--- src/rtl/ps2_key_event_decoder.sv ---
// ps2_key_event_decoder
// Folds the raw PS/2 set-2 byte stream (E0/F0 prefixes, E1 pause sequence,
// controller replies) into single {ext, brk, code} key events, filters
// typematic repeats of the held key, and buffers events in a small
// first-word-fall-through FIFO so consumers pop one event per keystroke.
module ps2_key_event_decoder #(
    parameter int DEPTH_LOG2      = 2,
    parameter bit SUPPRESS_REPEAT = 1'b1
) (
    input  logic       clk,
    input  logic       reset,
    input  logic [7:0] rx_byte,
    input  logic       rx_valid,
    input  logic       rd_en,
    input  logic       clr_ovf,
    output logic [7:0] ev_code,
    output logic       ev_ext,
    output logic       ev_break,
    output logic       ev_valid,
    output logic       fifo_full,
    output logic       overflow,
    output logic       held_valid,
    output logic [7:0] held_code,
    output logic       held_ext
);

    localparam int DEPTH = 1 << DEPTH_LOG2;
    localparam logic [DEPTH_LOG2:0]   DEPTH_C = (DEPTH_LOG2+1)'(DEPTH);
    localparam logic [DEPTH_LOG2:0]   CNT_ONE = (DEPTH_LOG2+1)'(1);
    localparam logic [DEPTH_LOG2:0]   CNT_ZERO = (DEPTH_LOG2+1)'(0);
    localparam logic [DEPTH_LOG2-1:0] PTR_ONE = DEPTH_LOG2'(1);

    typedef enum logic [2:0] {
        ST_IDLE   = 3'd0,
        ST_EXT    = 3'd1,
        ST_BRK    = 3'd2,
        ST_EXTBRK = 3'd3,
        ST_PAUSE  = 3'd4
    } state_t;

    // Bytes the keyboard sends to signal a transmission or internal error.
    function automatic logic is_err_byte(input logic [7:0] b);
        return (b == 8'h00) || (b == 8'hFF) || (b == 8'hFE) || (b == 8'hFC);
    endfunction

    // Controller replies (ACK, BAT pass, echo) that never form a key event.
    function automatic logic is_reply_byte(input logic [7:0] b);
        return (b == 8'hFA) || (b == 8'hAA) || (b == 8'hEE);
    endfunction

    state_t     state_q, state_d;
    logic [2:0] pause_cnt_q, pause_cnt_d;

    logic       emit_s;
    logic       em_ext_s;
    logic       em_brk_s;
    logic [7:0] em_code_s;

    logic       held_valid_q;
    logic [7:0] held_code_q;
    logic       held_ext_q;

    logic [9:0]            mem_q [DEPTH];
    logic [DEPTH_LOG2-1:0] wr_ptr_q;
    logic [DEPTH_LOG2-1:0] rd_ptr_q;
    logic [DEPTH_LOG2:0]   count_q;
    logic                  ovf_q;

    logic       match_s;
    logic       push_s;
    logic       pop_s;
    logic       full_s;
    logic       empty_s;
    logic       wr_en_s;
    logic       ovf_set_s;
    logic [9:0] head_s;

    // Prefix FSM decode: next state, pause counter and the emitted event.
    always_comb begin
        state_d     = state_q;
        pause_cnt_d = pause_cnt_q;
        emit_s      = 1'b0;
        em_ext_s    = 1'b0;
        em_brk_s    = 1'b0;
        em_code_s   = rx_byte;
        if (rx_valid) begin
            case (state_q)
                ST_IDLE: begin
                    if (rx_byte == 8'hE0) begin
                        state_d = ST_EXT;
                    end else if (rx_byte == 8'hF0) begin
                        state_d = ST_BRK;
                    end else if (rx_byte == 8'hE1) begin
                        state_d     = ST_PAUSE;
                        pause_cnt_d = 3'd7;
                    end else if (is_reply_byte(rx_byte) || is_err_byte(rx_byte)) begin
                        state_d = ST_IDLE;
                    end else begin
                        emit_s = 1'b1;
                    end
                end
                ST_EXT: begin
                    if (rx_byte == 8'hF0) begin
                        state_d = ST_EXTBRK;
                    end else if (rx_byte == 8'hE0) begin
                        state_d = ST_EXT;
                    end else if (is_err_byte(rx_byte)) begin
                        state_d = ST_IDLE;
                    end else begin
                        emit_s   = 1'b1;
                        em_ext_s = 1'b1;
                        state_d  = ST_IDLE;
                    end
                end
                ST_BRK: begin
                    state_d = ST_IDLE;
                    if (!is_err_byte(rx_byte)) begin
                        emit_s   = 1'b1;
                        em_brk_s = 1'b1;
                    end else begin
                        emit_s = 1'b0;
                    end
                end
                ST_EXTBRK: begin
                    state_d = ST_IDLE;
                    if (!is_err_byte(rx_byte)) begin
                        emit_s   = 1'b1;
                        em_ext_s = 1'b1;
                        em_brk_s = 1'b1;
                    end else begin
                        emit_s = 1'b0;
                    end
                end
                ST_PAUSE: begin
                    // The last byte of the 8-byte pause sequence stands for the Pause key.
                    if (pause_cnt_q == 3'd1) begin
                        emit_s      = 1'b1;
                        em_ext_s    = 1'b1;
                        em_code_s   = 8'h77;
                        pause_cnt_d = 3'd0;
                        state_d     = ST_IDLE;
                    end else if (pause_cnt_q == 3'd0) begin
                        state_d = ST_IDLE;
                    end else begin
                        pause_cnt_d = pause_cnt_q - 3'd1;
                    end
                end
                default: begin
                    state_d     = ST_IDLE;
                    pause_cnt_d = 3'd0;
                end
            endcase
        end else begin
            state_d = state_q;
        end
    end

    // Held-key filter and FIFO push/pop arbitration.
    always_comb begin
        match_s   = held_valid_q && (em_ext_s == held_ext_q) && (em_code_s == held_code_q);
        full_s    = (count_q == DEPTH_C);
        empty_s   = (count_q == CNT_ZERO);
        if (!em_brk_s && SUPPRESS_REPEAT && match_s) begin
            push_s = 1'b0;
        end else begin
            push_s = emit_s;
        end
        pop_s     = rd_en && !empty_s;
        wr_en_s   = push_s && (!full_s || pop_s);
        ovf_set_s = push_s && full_s && !pop_s;
        head_s    = mem_q[rd_ptr_q];
    end

    // State, held key, FIFO storage, pointers, count and sticky overflow.
    always_ff @(posedge clk) begin
        if (reset) begin
            state_q      <= ST_IDLE;
            pause_cnt_q  <= 3'd0;
            held_valid_q <= 1'b0;
            held_code_q  <= 8'h00;
            held_ext_q   <= 1'b0;
            wr_ptr_q     <= '0;
            rd_ptr_q     <= '0;
            count_q      <= '0;
            ovf_q        <= 1'b0;
            for (int i = 0; i < DEPTH; i++) begin
                mem_q[i] <= 10'h000;
            end
        end else begin
            state_q     <= state_d;
            pause_cnt_q <= pause_cnt_d;

            if (push_s) begin
                if (!em_brk_s) begin
                    held_valid_q <= 1'b1;
                    held_code_q  <= em_code_s;
                    held_ext_q   <= em_ext_s;
                end else if (match_s) begin
                    held_valid_q <= 1'b0;
                end
            end

            if (wr_en_s) begin
                mem_q[wr_ptr_q] <= {em_ext_s, em_brk_s, em_code_s};
                wr_ptr_q        <= wr_ptr_q + PTR_ONE;
            end
            if (pop_s) begin
                rd_ptr_q <= rd_ptr_q + PTR_ONE;
            end

            case ({wr_en_s, pop_s})
                2'b10:   count_q <= count_q + CNT_ONE;
                2'b01:   count_q <= count_q - CNT_ONE;
                default: count_q <= count_q;
            endcase

            // A new overflow takes priority over a coincident clear.
            if (ovf_set_s) begin
                ovf_q <= 1'b1;
            end else if (clr_ovf) begin
                ovf_q <= 1'b0;
            end
        end
    end

    assign ev_valid   = !empty_s;
    assign ev_code    = empty_s ? 8'h00 : head_s[7:0];
    assign ev_break   = empty_s ? 1'b0  : head_s[8];
    assign ev_ext     = empty_s ? 1'b0  : head_s[9];
    assign fifo_full  = full_s;
    assign overflow   = ovf_q;
    assign held_valid = held_valid_q;
    assign held_code  = held_code_q;
    assign held_ext   = held_ext_q;

endmodule

--- config.mk ---
export PLATFORM = sky130hd
export DESIGN_NAME = ps2_key_event_decoder
export DESIGN_NICKNAME = d
export VERILOG_FILES = /design/src/rtl/ps2_key_event_decoder.sv
export SDC_FILE = /design/constraint.sdc
export NUM_CORES = 1
export LEC_CHECK = 0
export ABC_CLOCK_PERIOD_IN_PS = 3490
export CAP_MARGIN = 20
export CORE_ASPECT_RATIO = 0.6
export CORE_MARGIN = 2
export CORE_UTILIZATION = 31
export DETAILED_ROUTE_END_ITERATION = 16
export PLACE_DENSITY = 0.51
export SETUP_SLACK_MARGIN = 0.4
export SLEW_MARGIN = 40
export SYNTH_ARGS = -nofsm -noshare
export SYNTH_HDL_FRONTEND = slang
export SYNTH_SLANG_ARGS = --single-unit
--- constraint.sdc ---
create_clock -name clk -period 3.49 [get_ports clk]
set_clock_uncertainty 0.15 [all_clocks]
set_input_delay 0.698 -clock clk [delete_from_list [all_inputs] [get_ports clk]]
set_output_delay 0.698 -clock clk [all_outputs]
set_load 0.03 [all_outputs]
# Yosys cells after proc, flatten, opt, wreduce, memory -nomap -nowiden
# Memory sizes are Yosys's and may differ from the RTL's. A register that Yosys moved wholly into a read port is not among the register bits.
# Index checks and enable logic that the tools add are counted.
[op_classes]
n_addsub = 5
eq_ne = 26
n_mux = 51
bitwise_logic = 2
n_reduce_logical = 31
[ops]
columns = ["operator", "n"]
rows = [
  ["equality test 8 bit (second input constant)", 9],
  ["two-way mux 3 bit", 11],
  ["two-way mux 8 bit", 4],
  ["two-way mux 1 bit", 26],
  ["case mux 3 bit (3 select lines)", 2],
  ["two-way mux 10 bit", 1],
  ["OR reduction 10 bit", 1],
  ["zero test 3 bit", 3],
  ["equality test 8 bit", 1],
  ["zero test 8 bit", 1],
  ["two-way mux 2 bit", 4],
  ["logical AND 1 bit", 7],
  ["logical OR 1 bit", 7],
  ["equality test 3 x 1 -> 1 bit (second input constant)", 2],
  ["equality test 3 x 2 -> 1 bit (second input constant)", 2],
  ["equality test 3 bit (second input constant)", 2],
  ["!= test 2 bit (second input constant)", 3],
  ["!= test 3 bit (second input constant)", 2],
  ["case mux 3 bit (2 select lines)", 1],
  ["AND reduction 6 bit", 1],
  ["subtractor 3 x 1 -> 3 bit (second input constant)", 2],
  ["!= test 5 bit (second input constant)", 1],
  ["adder 2 x 1 -> 2 bit (second input constant)", 2],
  ["zero test 1 bit", 4],
  ["13 further kinds", 16],
]
[totals]
reg_bits = 24
ram_bits = 40
out_inout_bits = 23
elab_cells = 125
mem_count = 1
[memory_table]
columns = ["name", "depth", "width", "read_ports", "rd_clocked_by_memory_dff", "write_ports", "line_no", "source"]
rows = [
  ["mem_q", 4, 10, 1, 1, 4, "63", "logic [9:0] mem_q [DEPTH];"],
]

# Logic depth before layout (Yosys ltp)
# Gate-level depths: netlist (run 1).
[depth]
word_depth = 20
depth_mapped = 17
depth_no_buf = 15

# Worst setup path before layout (run 1)
# No wires, ideal clock.
[synth_timing]
path_type = "in2reg"
startpoint = "input rx_byte[2]"
endpoint = "memory mem_q[2][0], enable pin"
setup_time_ns = 0.393
t_arrival_ns = 3.009
required_ns = 2.947
setup_slack_ns = -0.063
stages = 9
path_buffers = 2
path_cell_list = "buf_2 > nor4_2 > a211oi_1 > nand3_1 > a31o_2 > xnor2_1 > o21ai_0 > buf_2 > o31ai_1"
[synth_lines]
columns = ["item", "line_no", "source"]
rows = [
  ["start, declared", "12", "input logic [7:0] rx_byte,"],
  ["end, declared", "63", ""],
]

==> results.sh, run 1 <==
export IMPL_ys_types=55
export IMPL_path_cells="inv_2 -> ha_4 -> and3b_2 -> and2_4 -> buf_6 -> o32a_1 -> a2111oi_4 -> nand3_2 -> buf_4 -> buf_4 -> o211ai_1 -> or3_4 -> nand2_2 -> buf_12"
export IMPL_synth_cells=347
export IMPL_grt_util_all_layers_pct=16.9
export IMPL_grt_overflow=0
export IMPL_cts_sinks=66
export IMPL_worstReg2RegStart="pause_cnt_q[1]"
export IMPL_r2r_cells=14
export IMPL_cts_htree_levels=3
export IMPL_critPathCaptureType="register"
export IMPL_yosysSeqAreaShare_pct=49.2
export IMPL_clk_pin_slew_ns=0.06
export IMPL_syn_avg_cell_area_sq_um=10.1
export IMPL_min_to="pause_cnt_q[1]"
export IMPL_drt_wl_total_mm=9.53
export IMPL_period_share_pct=89.7
export IMPL_drtAntennaViolNets=0
export IMPL_cp_slowest_stage_delay_ns=0.40
export IMPL_gp_congestion=0.831
export IMPL_dpl_cell_area_sq_um=4270
export IMPL_core_area_sq_um=10800
export IMPL_dr_first_iter_drc_count=198
export IMPL_drive_gt1_share_pct=25.2
export IMPL_vias=2901
export IMPL_synth_warnings=0
export IMPL_dr_pass1_iters=5
export IMPL_rows=29
export IMPL_finalSetupViolations=0
export IMPL_grt_max_degree=31
export IMPL_drt_wirelength_per_cell_um=17.0
export IMPL_io_pins=36
export IMPL_slew_headroom_pct=57.0
export IMPL_hold_class="register to register"
export IMPL_grt_pass1_wl_mm=15.4
export IMPL_outcome="complete, no violations"
export IMPL_synthFlopType="edfxtp_1"
export IMPL_synth_cell_area_sq_um=3500
export IMPL_floorplan_die_width_um=141
export IMPL_dp_hpwl_mm=6.83
export IMPL_worstSetupPathType="register to register"
export IMPL_crit_required_ns=3.44
export IMPL_diodes=0
export IMPL_root_buffer="clkbuf_16"
export IMPL_min_period_ns=3.13
export IMPL_finalHoldViolations=0
export IMPL_nets=432
export IMPL_area_delta_synth_final_pct=36.2
export IMPL_die_h_um=86.3
export IMPL_grtUsageMet2_pct=22.7
export IMPL_antenna_found_initial=0
export IMPL_startpoint_type="register"
export IMPL_holdCritStartpoint="pause_cnt_q[1]"
export IMPL_ctsLongestPathBuffers=2
export IMPL_viasPerCell=5.19
export IMPL_path_depth=14
export IMPL_cts_tree="built"
export IMPL_p_per_area_nw_per_um2=578
export IMPL_path_delay_family="compound AO/OA/AOI/OAI gates"
export IMPL_met1_usage_pct=26.0
export IMPL_syn_nets=364
export IMPL_cts_hold_buf=0
export IMPL_grt_pass1_vias=2791
export IMPL_maxCapViolCount=0
export IMPL_seqPwrFrac_pct=34.9
export IMPL_crit_path_top_delay_cell="a2111oi_4"
export IMPL_busiest_layer="met1"
export IMPL_arrival_ns=3.08
export IMPL_vdd_drop_max_uv=261
export IMPL_leakagePower_nw=1.91
export IMPL_path_common_cell="buf_4"
export IMPL_dieArea_sq_um=12200
export IMPL_synth_seq_cells=66
export IMPL_rr_endpoint="mem_q[0][7]"
export IMPL_tightest_slew_ns=0.646
export IMPL_nFillCells=1017
export IMPL_max_freq_ghz=0.319
export IMPL_power_switching_mw=0.862
export IMPL_final_cell_area_sq_um=4760
export IMPL_path_max_fanout=10
export IMPL_clkPwrFrac_pct=35.4
export IMPL_clkLatencyLatePin_ns=0.34
export IMPL_comb_power_share_pct=29.7
export IMPL_slew_viol_final=0
export IMPL_start_util_pct=32.5
export IMPL_drcViolationCount=0
export IMPL_p_int_mw=1.89
export IMPL_grtUsageMet3_pct=4.86
export IMPL_cts_buffers_inserted=9
export IMPL_rsz0062_at_grt="true"
export IMPL_cp_num_buf_inv=5
export IMPL_whs_path_depth=2
export IMPL_reg2reg_slack_ns=0.36
export IMPL_port_buffers=35
export IMPL_tns_ns=0
export IMPL_switching_share_pct=31.3
export IMPL_async_flop_share_pct=0
export IMPL_synth_edf_count=40
cells in the mapped netlist, drive strengths merged (4+ instances only):
cell	count	area, sq um
a21oi	19	95.1
mux4	10	225
and2	16	103
nand2b	5	31.3
edfxtp	40	1200
xor2	4	35.0
nand3	10	55.1
nor4	5	37.5
a31oi	4	25.0
nand2	18	67.6
o21ai	21	105
a311oi	6	52.6
clkbuf	9	33.8
dfxtp	26	521
or3	6	37.5
nor2b	6	37.5
inv	12	45.0
nor2	60	225
nor3	12	60.1
buf	13	76.3
state kept, by name (all words and copies together) (netlist names), named ones only:
| signal | cells |
|---|---|
| held_ext | 1 |
| mem_q | 40 |
| count_q | 3 |
| pause_cnt_q | 3 |
| rd_ptr_q | 2 |
| held_valid | 1 |
| overflow | 1 |
| held_code | 8 |
| wr_ptr_q | 2 |
| state_q | 3 |
tightest hold or removal path, delay by kind of cell (launching register included):
family / cells / cell delay [ns]
flops: 1 / 0.32
simple gates: 1 / 0.05
compound gates: 1 / 0.05
cell families after synthesis:
group                      Yosys count  share of synthesized area [%]
DFF                                 66                           49.2
AOI/OAI and AO/OA                   74                           14.1
muxes                               14                           7.76
xor gates and xnor gates             7                           1.75
and+or+nand+nor                    148                           21.1
buffers and inverters               34                           4.43
adders and majority gates            4                           1.65
cell type report:
class / count / area, sq um / area share [%]
multi-input cells: 247 / 1740 / 36.4
flip-flops and latches: 66 / 1730 / 36.2
repair buffers: 79 / 766 / 16.1
clock buffers: 10 / 229 / 4.81
well taps: 139 / 174 / 3.65
clock inverters: 6 / 88.8 / 1.86
inverters: 12 / 45.0 / 0.945
power by group through the flow:
stage | clock [mW] | combinational, mW | sequential, mW
2_1_floorplan | 0 | 0.507 | 0.971
3_3_place_gp | 0 | 0.811 | 0.974
3_5_place_dp | 0 | 0.811 | 0.976
4_1_cts | 0.996 | 0.827 | 0.961
5_1_grt | 1.03 | 0.890 | 0.971
6_report | 0.975 | 0.818 | 0.962
per-stage QoR:
step	power [mW]	hold slack, ns	utilization [%]	setup slack [ns]	cells
finish	2.76	0.310	44.2	0.358	559
global route	2.89	0.339	44.2	0.214	559
CTS	2.78	0.312	43.5	0.330	559
detailed placement	1.79	0.302	39.6	-0.312	536
global placement	1.79	0.289	39.6	-0.336	536
floorplan	1.48	0.282	-	0.252	347
metal layers:
layer | wire length [um] | part of all wire (%) | up-vias
met5 | 0 | 0 | -
met4 | 99 | 1.0 | 0
met3 | 676 | 7.1 | 10
met2 | 3800 | 40 | 92
met1 | 4960 | 52 | 1400
li1 | - | - | 1399
worst max path at each step:
stage | from | to | slack (ns)
finish | pause_cnt_q[1] | mem_q[0][7] | 0.36
global placement | rx_byte[4] | mem_q[1][3] | -0.34
global route | pause_cnt_q[1] | mem_q[0][7] | 0.21
detailed placement | rx_byte[4] | mem_q[1][4] | -0.31
floorplan | rx_valid | count_q[1] | 0.25
CTS | pause_cnt_q[1] | count_q[1] | 0.33
placed cells by master (no fill, tap or decap), types with 6 or more instances in the layout:
master	n
o21ai_0	16
clkbuf_16	9
edfxtp_1	40
a21oi_1	18
buf_4	35
nor2_1	59
clkdlybuf4s50_1	16
mux4_2	10
dfxtp_1	23
dlymetal6s2s_1	9
nor3_1	12
nand2_1	16
dlygate4sd2_1	7
nor2b_1	6
inv_1	11
and2_1	15
nand3_1	9
repair_timing:
action | 4_1_cts | 5_1_grt
resized for setup | 31 | 26
pin swaps | 8 | 8
endpoints found under the setup margin | 94 | 85
buffers inserted | 7 | 0
Note: power is estimated with default switching activity, not from simulation.
==> run 2, diff against run 1 <==
--- a/config.mk
+++ b/config.mk
@@ -9,9 +9,9 @@
 export CAP_MARGIN = 20
 export CORE_ASPECT_RATIO = 0.6
 export CORE_MARGIN = 2
-export CORE_UTILIZATION = 31
+export CORE_UTILIZATION = 37
 export DETAILED_ROUTE_END_ITERATION = 16
-export PLACE_DENSITY = 0.51
+export PLACE_DENSITY = 0.56
 export SETUP_SLACK_MARGIN = 0.4
 export SLEW_MARGIN = 40
 export SYNTH_ARGS = -nofsm -noshare
==> results.sh, run 2 (same netlist as run 1, synthesis figures left out) <==
export IMPL_drt_wl_total_mm=9.11
export IMPL_leakagePower_nw=1.87
export IMPL_drtAntennaViolNets=0
export IMPL_port_buffers=35
export IMPL_arrival_ns=3.27
export IMPL_crit_path_top_delay_cell="fa_2"
export IMPL_path_delay_family="compound AO/OA/AOI/OAI gates"
export IMPL_finalHoldViolations=0
export IMPL_max_freq_ghz=0.313
export IMPL_die_h_um=79.3
export IMPL_switching_share_pct=30.9
export IMPL_cts_htree_levels=3
export IMPL_dr_first_iter_drc_count=231
export IMPL_rsz0062_at_grt="true"
export IMPL_grt_util_all_layers_pct=19.2
export IMPL_total_power_mw=2.77
export IMPL_ctsLongestPathBuffers=2
export IMPL_whs_path_depth=2
export IMPL_path_depth=13
export IMPL_maxCapViolCount=0
export IMPL_grt_pass1_vias=2736
export IMPL_pre_cts_ws_ns=-0.372
export IMPL_clk_pin_slew_ns=0.05
export IMPL_grt_max_degree=31
export IMPL_min_period_ns=3.20
export IMPL_tightest_slew_ns=0.674
export IMPL_vias=2879
export IMPL_worstSetupPathType="register to register"
export IMPL_core_area_sq_um=9190
export IMPL_drcViolationCount=0
export IMPL_io_pins=36
export IMPL_start_util_pct=38.1
export IMPL_seqPwrFrac_pct=34.7
export IMPL_tns_ns=0
export IMPL_cts_sinks=66
export IMPL_cts_tree="built"
export IMPL_grt_pass1_wl_mm=14.7
export IMPL_gp_congestion=0.843
export IMPL_r2r_cells=13
export IMPL_floorplan_die_width_um=130
export IMPL_dieArea_sq_um=10300
export IMPL_setup_ws_ns=0.290
export IMPL_slew_viol_final=0
export IMPL_p_int_mw=1.91
export IMPL_worstReg2RegStart="pause_cnt_q[1]"
export IMPL_drt_wirelength_per_cell_um=16.4
export IMPL_path_max_fanout=5
export IMPL_slew_headroom_pct=55.0
export IMPL_drive_gt1_share_pct=27.5
export IMPL_cp_num_buf_inv=2
export IMPL_antenna_found_initial=0
export IMPL_diodes=0
export IMPL_grt_overflow=0
export IMPL_vdd_drop_max_uv=317
export IMPL_path_cells="inv_2 -> ha_4 -> and3b_2 -> and2_4 -> o32a_1 -> a2111oi_4 -> nand3_2 -> o21ai_2 -> buf_6 -> nand2_4 -> fa_2 -> nor2_2 -> mux2_4"
export IMPL_nets=437
export IMPL_min_to="pause_cnt_q[1]"
export IMPL_dr_pass1_iters=4
export IMPL_power_switching_mw=0.854
export IMPL_cp_slowest_stage_delay_ns=0.53
export IMPL_comb_power_share_pct=30.2
export IMPL_layout_commonest_cell="nor2_1"
export IMPL_dp_hpwl_mm=6.33
export IMPL_holdCritStartpoint="pause_cnt_q[1]"
export IMPL_clkPwrFrac_pct=35.1
export IMPL_startpoint_type="register"
export IMPL_crit_required_ns=3.56
export IMPL_critPathCaptureType="register"
export IMPL_nFillCells=835
export IMPL_rr_endpoint="count_q[1]"
export IMPL_p_per_area_nw_per_um2=576
export IMPL_reg2reg_slack_ns=0.29
export IMPL_area_delta_synth_final_pct=37.4
export IMPL_final_cell_mix="nor2_1 (58), buf_4 (41), edfxtp_1 (40)"
export IMPL_cts_hold_buf=0
export IMPL_largest_reg_flops=40
export IMPL_finalSetupViolations=0
export IMPL_cts_buffers_inserted=9
export IMPL_hold_class="register to register"
export IMPL_rows=27
export IMPL_root_buffer="clkbuf_16"
export IMPL_clkLatencyLatePin_ns=0.33
export IMPL_viasPerCell=5.19
export IMPL_max_flop_register="mem_q"
export IMPL_outcome="complete, no violations"
export IMPL_period_share_pct=91.7
==> run 2: cell types whose count changed in the layout (fill, tap and decap cells not counted), moves of 3 or more <==
| cell | change |
|---|---|
| dlymetal6s2s_1 | -4 |
| o21ai_1 | -3 |
| clkdlybuf4s50_1 | +5 |
| buf_4 | +6 |
| dlygate4sd2_1 | -5 |
==> run 2: area by class of cell <==
class | count | area (sq um) | area share [%]
Multi-Input combinational cell | 247 | 1760 | 36.7
Sequential cell | 66 | 1720 | 35.8
Timing Repair Buffer | 84 | 793 | 16.5
Clock buffer | 10 | 229 | 4.76
Tap cell | 130 | 163 | 3.38
Clock inverter | 6 | 90.1 | 1.87
Inverter | 12 | 45.0 | 0.937
==> run 2: repair_timing <==
item,4_1_cts,5_1_grt
pin swaps,12,11
resized for setup,36,26
endpoints found under the setup margin,94,62
buffers inserted,8,4
==> run 2: worst min-delay path: stages (launching register included) <==
cell,delay (ns)
dfxtp_2,0.32
nand2_1,0.05
a21oi_1,0.05
==> run 2: metrics by stage <==
stage               std cells  cell area [sq um]  hold WS, ns  util [%]
finish                    555               4810        0.307      52.3
global route              555               4810        0.332      52.3
CTS                       551               4730        0.315      51.4
detailed placement        527               4240        0.304      46.2
floorplan                 347               3530        0.282         -
global placement          527               4240        0.292      46.2
==> run 2: worst max-delay path by stage <==
stage | startpoint | endpoint | slack (ns)
final | pause_cnt_q[1] | count_q[1] | 0.29
after global routing | pause_cnt_q[1] | count_q[1] | 0.18
after CTS | pause_cnt_q[1] | count_q[1] | 0.30
after detailed placement | rx_byte[6] | count_q[1] | -0.37
after global placement | rx_byte[6] | mem_q[1][2] | -0.33
after floorplan | rx_valid | count_q[1] | 0.25
==> run 2: metal layers <==
layer	vias up	wire length [um]	GRT usage, %
met5	-	0	0
met4	0	42	3.55
li1	1411	-	-
met1	1390	4650	28.9
met3	5	593	6.00
met2	73	3830	27.3
==> run 2: power by group through the flow <==
stage | Clock [mW] | Combinational [mW] | Sequential (mW)
final | 0.970 | 0.837 | 0.960
after CTS | 0.990 | 0.833 | 0.959
after floorplan | 0 | 0.507 | 0.971
after global placement | 0 | 0.795 | 0.974
after detailed placement | 0 | 0.799 | 0.974
after global routing | 1.03 | 0.915 | 0.969
==> run 3, diff against run 2 <==
--- a/config.mk
+++ b/config.mk
@@ -13,7 +13,7 @@
 export DETAILED_ROUTE_END_ITERATION = 16
 export PLACE_DENSITY = 0.56
 export SETUP_SLACK_MARGIN = 0.4
-export SLEW_MARGIN = 40
+export SLEW_MARGIN = 10
 export SYNTH_ARGS = -nofsm -noshare
 export SYNTH_HDL_FRONTEND = slang
 export SYNTH_SLANG_ARGS = --single-unit
==> results of run 3 <==
The final DEF is identical to that of run 2; final timing and power are the same.
